<file path="config.mk">
export PLATFORM = sky130hd
export DESIGN_NAME = wb_deserializer
export DESIGN_NICKNAME = d
export VERILOG_FILES = /design/src/rtl/wb_deserializer.sv
export SDC_FILE = /design/constraint.sdc
export NUM_CORES = 1
export LEC_CHECK = 0
export BUFFER_PORTS_ARGS = -buffer_cell sky130_fd_sc_hd__buf_2
export CORE_ASPECT_RATIO = 1.1
export CORE_MARGIN = 3
export CORE_UTILIZATION = 40
export DETAILED_ROUTE_END_ITERATION = 16
export PLACE_DENSITY = 0.66
export RECOVER_POWER = 100
export SYNTH_ARGS = -nofsm -noshare
export SYNTH_HDL_FRONTEND = slang
export SYNTH_SLANG_ARGS = --single-unit
</file>
<file path="constraint.sdc">
create_clock -name CLK_I -period 1.7 [get_ports CLK_I]
set_input_delay 0.34 -clock CLK_I [delete_from_list [all_inputs] [get_ports CLK_I]]
set_output_delay 0.34 -clock CLK_I [all_outputs]
set_load 0.02 [all_outputs]
</file>
<file path="src/rtl/wb_deserializer.sv">
`default_nettype none
// ============================================================================
// Module   : wb_deserializer
// Purpose  : Receives one serial packet (start '1', 27 payload bits MSB first,
//            stop '0') from a single-bit line and holds it in a WISHBONE-readable
//            register. Every accepted packet is also presented on a side port.
// Ports    : CLK_I, RST_I          clock, synchronous active-high reset
//            ser_i                 serial line (idles low)
//            frame_o, frame_vld_o  last accepted packet + one-cycle update pulse
//            irq_o                 mirrors STATUS.valid
//            CYC_I..DAT_O          WISHBONE slave (DATA/STATUS/CTRL registers)
// Revision : 1.0 - initial release
// ============================================================================
module wb_deserializer #(
  parameter int ADDR_SIZE  = 2,
  parameter int FRAME_BITS = 27
) (
  input  logic                  CLK_I,
  input  logic                  RST_I,
  input  logic                  ser_i,
  output logic [FRAME_BITS-1:0] frame_o,
  output logic                  frame_vld_o,
  output logic                  irq_o,
  input  logic                  CYC_I,
  input  logic                  STB_I,
  input  logic                  WE_I,
  input  logic [31:0]           ADR_I,
  input  logic [31:0]           DAT_I,
  output logic                  ACK_O,
  output logic                  ERR_O,
  output logic [31:0]           DAT_O
);

  localparam int CNT_W = $clog2(FRAME_BITS);

  typedef enum logic [1:0] {
    IDLE  = 2'd0,
    SHIFT = 2'd1,
    STOP  = 2'd2
  } state_t;

  state_t                  state, state_nxt;
  logic [CNT_W-1:0]        bit_cnt;
  logic [FRAME_BITS-1:0]   shreg;
  logic [FRAME_BITS-1:0]   hold;
  logic                    valid, overrun, frm_err, enable;
  logic                    commit, stop_err;

  // ---------------------------------------------------------------- bus decode
  logic [ADDR_SIZE-1:0] adr;
  logic                 access, mapped;
  logic                 data_rd, status_wr, ctrl_wr;

  assign adr       = ADR_I[ADDR_SIZE-1:0];
  assign access    = CYC_I & STB_I;
  assign mapped    = (adr < ADDR_SIZE'(3));
  assign data_rd   = access & ~WE_I & (adr == ADDR_SIZE'(0));
  assign status_wr = access &  WE_I & (adr == ADDR_SIZE'(1));
  assign ctrl_wr   = access &  WE_I & (adr == ADDR_SIZE'(2));

  assign ACK_O = access & mapped;
  assign ERR_O = access & ~mapped;
  assign irq_o = valid;

  always_comb begin
    DAT_O = 32'd0;
    if (STB_I) begin
      case (adr)
        ADDR_SIZE'(0): DAT_O = {{(32-FRAME_BITS){1'b0}}, hold};
        ADDR_SIZE'(1): DAT_O = {29'd0, frm_err, overrun, valid};
        ADDR_SIZE'(2): DAT_O = {31'd0, enable};
        default:       DAT_O = 32'd0;
      endcase
    end
  end

  // Address MSBs and unused write-data bits are intentionally ignored.
  logic unused_bits;
  assign unused_bits = ^{ADR_I[31:ADDR_SIZE], DAT_I[31:3]};

  // ---------------------------------------------------------------- FSM
  always_ff @(posedge CLK_I) begin
    if (RST_I) state <= IDLE;
    else       state <= state_nxt;
  end

  // Dropping enable aborts any frame in progress, including one sitting in
  // STOP, so a partially received packet can never be committed.
  always_comb begin
    state_nxt = state;
    commit    = 1'b0;
    stop_err  = 1'b0;
    case (state)
      IDLE: begin
        if (enable && ser_i) state_nxt = SHIFT;
      end
      SHIFT: begin
        if (!enable)                                state_nxt = IDLE;
        else if (bit_cnt == CNT_W'(FRAME_BITS - 1)) state_nxt = STOP;
      end
      STOP: begin
        state_nxt = IDLE;
        if (enable) begin
          commit   = ~ser_i;
          stop_err =  ser_i;
        end
      end
      default: state_nxt = IDLE;
    endcase
  end

  // ---------------------------------------------------------------- datapath
  always_ff @(posedge CLK_I) begin
    if (RST_I) begin
      bit_cnt     <= '0;
      shreg       <= '0;
      hold        <= '0;
      frame_o     <= '0;
      frame_vld_o <= 1'b0;
      valid       <= 1'b0;
      overrun     <= 1'b0;
      frm_err     <= 1'b0;
      enable      <= 1'b0;
    end else begin
      frame_vld_o <= commit;

      if (state == IDLE) begin
        bit_cnt <= '0;
      end else if (state == SHIFT) begin
        shreg   <= {shreg[FRAME_BITS-2:0], ser_i};
        bit_cnt <= bit_cnt + CNT_W'(1);
      end

      if (commit) frame_o <= shreg;

      // A read landing on the commit cycle frees the holding register, so the
      // new packet replaces the old one instead of overrunning it.
      if (commit && (!valid || data_rd)) hold <= shreg;

      if (commit)       valid <= 1'b1;
      else if (data_rd) valid <= 1'b0;

      // Hardware set wins over a simultaneous W1C.
      if (commit && valid && !data_rd)  overrun <= 1'b1;
      else if (status_wr && DAT_I[1])   overrun <= 1'b0;

      if (stop_err)                     frm_err <= 1'b1;
      else if (status_wr && DAT_I[2])   frm_err <= 1'b0;

      if (ctrl_wr) enable <= DAT_I[0];
    end
  end

endmodule
`default_nettype wire

</file>
==> Word level (Yosys, flattened, before mapping) <==
Cells that the tools add are included.
{ "op_classes": {"order_cmp": 1, "reduce_logical": 17, "div_mod_pow": 0, "mux": 16, "n_eq_ne": 7, "n_addsub": 1, "mul": 0, "bitwise": 12, "shifts": 0} }
{ "ops": {"columns": ["cell", "n"], "rows": [
  ["$pmux 27 s3", 1],
  ["$mux 27", 1],
  ["$mux 1", 10],
  ["$and 1x1->1", 8],
  ["$logic_and 1x1->1", 6],
  ["$mux 2", 3],
  ["$reduce_bool 2->1", 3],
  ["$add 5x1->5 const B", 1],
  ["$eq 5x5->1 const B", 1],
  ["$eq 2x1->1 const B", 2],
  ["$eq 2x2->1 const B", 2],
  ["$logic_not 2->1", 2],
  ["$not 1->1", 4],
  ["$pmux 2 s2", 1],
  ["$reduce_and 2->1", 2],
  ["$ne 3x3->1 const B", 1],
  ["$logic_not 1->1", 2],
  ["$lt 2x2->1 const B", 1],
  ["$ne 2x2->1 const B", 1],
  ["$reduce_or 2->1", 1],
  ["$logic_or 1x1->1", 1]
]} }
{ "totals": {"input_bits": 70, "ff_bits": 93, "mem_count": 0, "ramBits": 0, "latch_bits": 0, "rom_bits": 0} }

==> Depth between registers and ports, before layout <==
Gate-level depths: netlist of run 1.
{ "depth": {"ltp_word": 6, "mapped_depth": 7} }

==> Worst setup path before layout of run 1 <==
No wires, ideal clock.
{ "synth_timing": {"path_type": "in2out", "start": "input ADR_I[1]", "end": "output DAT_O[26]", "path_slack_ps": -151, "arrival_time_ps": 1511, "stages": 5, "required_time_ps": 1360, "path_cell_list": "buf_2 > nor3b_2 > buf_2 > clkbuf_1 > and2_1"} }
{ "synth_via": {"elab_chain_len": 3} }
{ "synth_lines": {"columns": ["element", "line", "rtl"], "rows": [
  ["start, declared", "27", "input logic [31:0] ADR_I,"],
  ["$eq 2x2->1, or another cell as far along", "68", "case (adr)"],
  ["$pmux 27 s3 (*)", "68", null],
  ["$mux 27 (*)", "67", "if (STB_I) begin"],
  ["end, declared", "31", "output logic [31:0] DAT_O"]
]} }
Mark *: on every way between the ends. The rest lies on a longest branch, timed or not.

==> Final worst setup path of run 1 <==
{ "layout_timing": {"start": "input ADR_I[0]", "end": "output DAT_O[23]"} }
Same word-level chain as after synthesis.

==> key figures, run 1 <==
Status
  – Status: completed

STA
  – Period utilization: 96.4%
  – Hold Violations, Final: 0
  – Clock Skew: 0.00770 ns
  – Final Max Slew Viols: 0
  – Final setup viols: 0
  – Minimum clock period: 1.64 ns
  – Fmax: 610 MHz
  – RSZ-0062 raised after global routing: false
  – Fin Setup TNS: 0 ns

Worst setup path
  – CP max stage cell: nor3b_4
  – CP top delay family: buffers and inverters
  – Worst Setup End Kind: primary output
  – Crit Path Class: in2out
  – Worst r2r path cells: 5
  – CP arrival: 1.30 ns
  – Most frequent CP cell: buf_2
  – CP max stage delay: 0.23 ns
  – Crit-path cells: buf_2 > nor3b_4 > buf_12 > and2_1 > buf_2
  – Setup crit start kind: input port
  – WP data required: 1.36 ns
  – Crit path buf inv count: 3
  – CP max FO: 44
  – Worst path depth: 5

Global routing
  – Total gr overflow: 0
  – Initial antenna violation count: 0
  – First-pass GRT wire length: 18,900 um
  – Vias in the first global route: roughly 3,900
  – Largest net degree at the start of global routing: 84
  – Total GRT Usage: 17.3%

Yosys
  – Synth cell count leaders: nand2_1 (140), dfxtp_1 (93), a21oi_1 (62), nand4_1 (54), clkbuf_1 (37)
  – Cell accounting for the most synthesized area: dfxtp_1
  – Cell variety after synth: 36
  – Count leader, synth: nand2_1
  – Syn Inst Count: between 600 and 700
  – Post-Synthesis Cell Area: 0.00476 mm^2
  – Avg Synthesized Cell Area: 7.89 um^2
  – Synth top area share: roughly two fifths
  – Post-synth EDFFs: 0
  – Register area share after synthesis: 39.1%
  – Register bit count reported by yosys: 93
  – Top_reg_cell synth: dfxtp_1
  – YS warnings: 0
  – Largest cells by area after synthesis: dfxtp_1 (39%), nand2_1 (11%), nand4_1 (7.1%)
  – Post-synth ARST share: 0%

Finish
  – Final net count: a little over 700
  – Ant diodes: 0
  – Final core occ: 48.1%
  – Area grow syn2layout: 16.6%
  – Share of cells above drive strength 1: 13.8%

Clock tree
  – Clk sinks: 93
  – CTS tree: built
  – Worst skew pair latency: between 0.3 and 0.4 ns
  – Clock transition at path regs: 0.06 ns
  – CTS max path bufs: 2
  – H-tree Lvls: 3
  – Postcts setup bufs: 0
  – Root Buffer: clkbuf_16
  – Number of buffers created by CTS: 9

Floorplanning
  – IO Count: 133
  – Rows: 41
  – Die span in y: 120 um
  – Die area: 0.0132 mm^2
  – Die outline width: 110 um
  – Initial Utilization: 41.2%
  – Core box area: 0.0115 mm^2

Drt
  – Drt first-iter violations: 278
  – DR pass1 iterations: 4
  – # DRC: 0
  – Wirelength per Cell: approximately 14 um
  – Antenna viol nets, final: 0
  – Final WL: 11,100 um
  – Vias: 4,299
  – Vias per cell: 5.37

Power and ir drop
  – Max IR drop VDD: ~0.51 mV
  – Power Density: 776 mW/mm^2
  – Pleak: about 1.9 nW

Worst hold path
  – Hold Crit Class: in2reg
  – Hold path cells: 3

Job
  – Max-cap viol count: 0

Place
  – GP Congestion: 0.846
  – Placed wire-length estimate: 7180 um
  – IO buf count: 68
==> power by group <==
| group | internal [mW] | total, mW | switching, mW |
|---|---|---|---|
| clock network | 1.04 | 1.91 | 0.869 |
| registers | 2.18 | 2.18 | 0.000638 |
| logic | 0.0758 | 0.214 | 0.138 |
==> cell type report <==
type	instances	area (um^2)
inverters	6	22.5
fillers	1149	5990
clock inverters	6	46.3
multi-input cells	439	2590
well taps	150	188
flip-flops and latches	93	1860
clock buffers	10	239
repair buffers	97	598
==> cells in the final DEF, fill, tap and decap left out, types with 2 or more instances in the layout <==
master	n
nand2b_1	4
nor2b_1	28
clkbuf_1	34
and2_2	4
clkbuf_16	9
nand4_1	54
buf_4	21
o41ai_1	2
a21oi_1	62
ha_1	2
dfxtp_1	91
nor4b_1	2
or3_1	3
o21ai_0	5
nor2_1	7
inv_1	6
clkbuf_2	19
buf_2	15
and2_1	21
nand2_1	140
xor2_1	2
buf_6	2
clkinv_2	2
or4b_1	27
buf_12	6
dfxtp_2	2
mux2i_1	3
a211o_1	27
conb_1	5
nand3b_1	29
==> state kept, by name (all words and copies together), names as in the netlist <==
signal	flops
enable	1
frame_o	27
bit_cnt	5
irq_o	1
state	2
overrun	1
shreg	27
hold	27
frm_err	1
frame_vld_o	1
==> worst paths after layout <==
kind                            slack, ns                       end                      from
worst max-delay path                 0.06                 DAT_O[23]                  ADR_I[0]
worst min-delay path                 0.30     shreg[0]$_SDFFE_PP0P_                     ser_i
worst max register to register       0.11   frame_o[9]$_SDFFE_PP0P_     state[0]$_SDFFE_PP0P_
worst min register to register       0.46  frame_o[13]$_SDFFE_PP0P_  frame_o[13]$_SDFFE_PP0P_
==> cells by family after synthesis <==
kind of cell | after synthesis | share of synthesized area, %
AOI/OAI and AO/OA | 99 | 12.8
xor gates and xnor gates | 2 | 0.368
DFF | 93 | 39.1
and+or+nand+nor | 328 | 39.3
muxes | 3 | 0.631
other | 1 | 0.0788
adders and majority gates | 2 | 0.526
buffers and inverters | 75 | 7.18
==> tightest hold or removal path: stages <==
cell     delay (ns)
buf_2          0.13
nand2_1        0.06
a21oi_1        0.06
==> layer usage <==
metal	share of wire [%]	up-vias	wire, um	GRT usage, %
met2	45	95	5060	26.1
met4	1.6	0	183	5.46
met3	5.1	15	565	2.94
met5	0	-	0	0
met1	48	1998	5340	25.1
li1	-	2191	-	-
==> metrics by stage <==
stage / cells / area, um^2 / setup WS [ns] / hold slack, ns / total power [mW]
3_3_place_gp: 785 / 5330 / 0.0587 / 0.442 / 2.44
3_5_place_dp: 785 / 5330 / 0.0511 / 0.448 / 2.44
5_1_grt: 801 / 5550 / 0.00488 / 0.307 / 4.46
6_report: 801 / 5550 / 0.0613 / 0.302 / 4.31
4_1_cts: 801 / 5610 / 0.0316 / 0.295 / 4.35
2_1_floorplan: 607 / 4780 / 0.00148 / 0.442 / 2.37
==> timing repair <==
item,in CTS,in global routing
endpoints found under the setup margin,0,2
hold buffers,0,0
gates resized for setup,0,2
(Power assumes the default switching activity.)
==> run 2, diff against run 1 <==
- CORE_MARGIN: 3 -> not set
- CORE_UTILIZATION: 40 -> 25
- PLACE_DENSITY: 0.66 -> not set
==> run 2 against run 1 <==
Against the previous run:
- utilization down 17 points
- combinational power decreased by 2%
- via count fell by 2.4%
- sequential power barely moved
- fmax up 1.1%
- worst setup slack improved by 0.018 ns
- clock power increased by 25%
- hold slack improved by 0.014 ns
- flip-flop and latch count unchanged
- final area is 3.4% higher
- first-iteration DRC count fell by 25%
- final cell count grew 12%
- critical path type unchanged
- critical endpoint is now DAT_O[8]
- largest power group is now clock
- highest routed layer unchanged
==> key figures, run 2 (synthesis gave the netlist of run 1 again) <==
Power and ir drop
  – Cell Int Power: 3.74 mW
  – Clock network power share: 49.9%
  – Sequential share of power: 45.7%
  – Switching power: roughly 1 mW
  – Max IR drop VDD: ~0.45 mV
  – Pleak: 1.94 nW
  – Switch share: 21.4%
  – Power Density: 830 mW/mm^2
  – Combinational power share: ~4.4%

Worst setup path
  – CP max FO: 40
  – Worst Setup SP: ADR_I[1]
  – Worst Setup End Kind: primary output
  – Setup crit start kind: input port
  – CP max stage delay: 0.24 ns
  – Most frequent CP cell: buf_2
  – Worst R2R Start: state[1]$_SDFFE_PP0P_
  – Crit-path cells: buf_2 > nor3b_2 > buf_12 > and2_1 > buf_2
  – WP data required: about 1.4 ns
  – CP arrival: 1.28 ns
  – Crit Path Class: in2out
  – CP max stage cell: nor3b_2

Floorplanning
  – IO Count: 133
  – Rows: 52
  – Die span in y: 147 um
  – Initial Utilization: 25.7%
  – Core box area: ~0.019 mm^2
  – Die area: 0.0196 mm^2
  – Die outline width: 134 um

STA
  – Final setup viols: 0
  – Worst-Margin Slew: approximately 0.54 ns
  – Period utilization: between 90% and 100%
  – Minimum clock period: 1.62 ns
  – Worst Slack Setup Final: 0.0795 ns
  – Fmax: 617 MHz
  – Hold Violations, Final: 0
  – Fin Setup TNS: 0 ns
  – Rel. slew slack: 64.1%
  – Final Max Slew Viols: 0
  – Clock Skew: 0.00473 ns
  – RSZ-0062 raised after global routing: false

Clock tree
  – CTS tree: built
  – H-tree Lvls: 3
  – Root Buffer: clkbuf_16
  – Clk sinks: 93
  – Clock transition at path regs: 0.07 ns
  – CTS max path bufs: 2
  – Worst skew pair latency: 0.34 ns
  – Number of buffers created by CTS: 9

Drt
  – Metal2 WL: 4750 um
  – Vias per cell: 4.68
  – Final WL: 11,500 um
  – Vias: 4,195
  – Routed length on met1: 5950 um
  – Antenna viol nets, final: 0
  – Wirelength per Cell: roughly 13 um
  – DR pass1 iterations: 4
  – # DRC: 0
  – Drt first-iter violations: 209
  – Top layer in use: met4
  – Wire length on met3: 654 um

Global routing
  – Largest net degree at the start of global routing: 58
  – First-pass GRT wire length: about 19,000 um
  – Vias in the first global route: 3,734
  – Total GRT Usage: 11.8%
  – Total gr overflow: 0
  – Initial antenna violation count: 0

Job
  – Max-cap viol count: 0

Finish
  – Commonest non-fill, non-tap cell in the layout: nand2_1
  – Area grow syn2layout: 20.6%
  – Final net count: around 700
  – Top flop regs: frame_o: 27 flops, hold: 27 flops, shreg: 27 flops
  – Ant diodes: 0
  – Share of cells above drive strength 1: 14.1%
  – Most frequent cells in the layout: nand2_1 (140), dfxtp_1 (92), a21oi_1 (62)

Place
  – Dpl ws: 0.0855 ns
  – IO buf count: 68
  – GP Congestion: ~0.75
  – Placed wire-length estimate: 7590 um

Worst hold path
  – Hold Startpoint: DAT_I[0]
  – Hold Crit Class: in2reg

Status
  – Status: completed
[run 2: cell count changes in the layout (fill, tap and decap cells not counted), sizes merged]
cell	before	now
clkbuf	63	67
bufinv	0	3
clkinv	3	0
buf	44	42
clkinvlp	1	0
inv	8	9
[run 2: power by group through the flow]
stage          logic (mW)  registers, mW  clock network, mW
2_1_floorplan       0.141           2.23                  0
3_3_place_gp        0.212           2.23                  0
3_5_place_dp        0.211           2.23                  0
4_1_cts             0.211           2.18               2.44
5_1_grt             0.227           2.18               2.52
6_report            0.209           2.18               2.38
[run 2: stage by stage]
stage | std cells | power (mW) | area, um^2 | utilization [%] | hold slack [ns]
after global placement | 880 | 2.44 | 5460 | 29.4 | 0.440
after detailed placement | 880 | 2.44 | 5460 | 29.4 | 0.446
after CTS | 896 | 4.83 | 5810 | 31.3 | 0.300
after floorplan | 607 | 2.37 | 4780 | - | 0.442
after global routing | 896 | 4.93 | 5740 | 30.9 | 0.353
final | 896 | 4.76 | 5740 | 30.9 | 0.316
[run 2: area by class of cell]
class | instances | area [um^2]
clock inverters | 6 | 116
flip-flops and latches | 93 | 1860
repair buffers | 99 | 611
multi-input cells | 439 | 2580
inverters | 6 | 22.5
well taps | 243 | 304
clock buffers | 10 | 239
fillers | 1979 | 12800
[run 2: critical path: cells and delay by family]
family | cells | cell delay (ns)
buffers and inverters | 3 | 0.50
and+or+nand+nor | 2 | 0.42
[run 2: worst paths after layout]
check | end | slack, ns | cells after the start
setup / recovery | DAT_O[8] | 0.08 | 5
hold / removal | enable$_SDFFE_PP0P_ | 0.32 | 4
setup reg to reg | bit_cnt[1]$_SDFFE_PP0P_ | 0.20 | 5
hold reg to reg | frame_o[25]$_SDFFE_PP0P_ | 0.45 | 2
[run 2: repair_timing]
item | 4_1_cts | 5_1_grt
gates resized for setup | 1 | 0
setup buffers | 0 | 0
hold buffers | 0 | 0
setup endpoints to repair | 1 | 0
endpoints found under the hold margin | 0 | 0
[run 2: layer usage]
metal	vias up	global-route usage, %
li1	2203	-
met1	1922	17.1
met2	61	16.0
met3	9	3.69
met4	0	4.43
met5	-	0
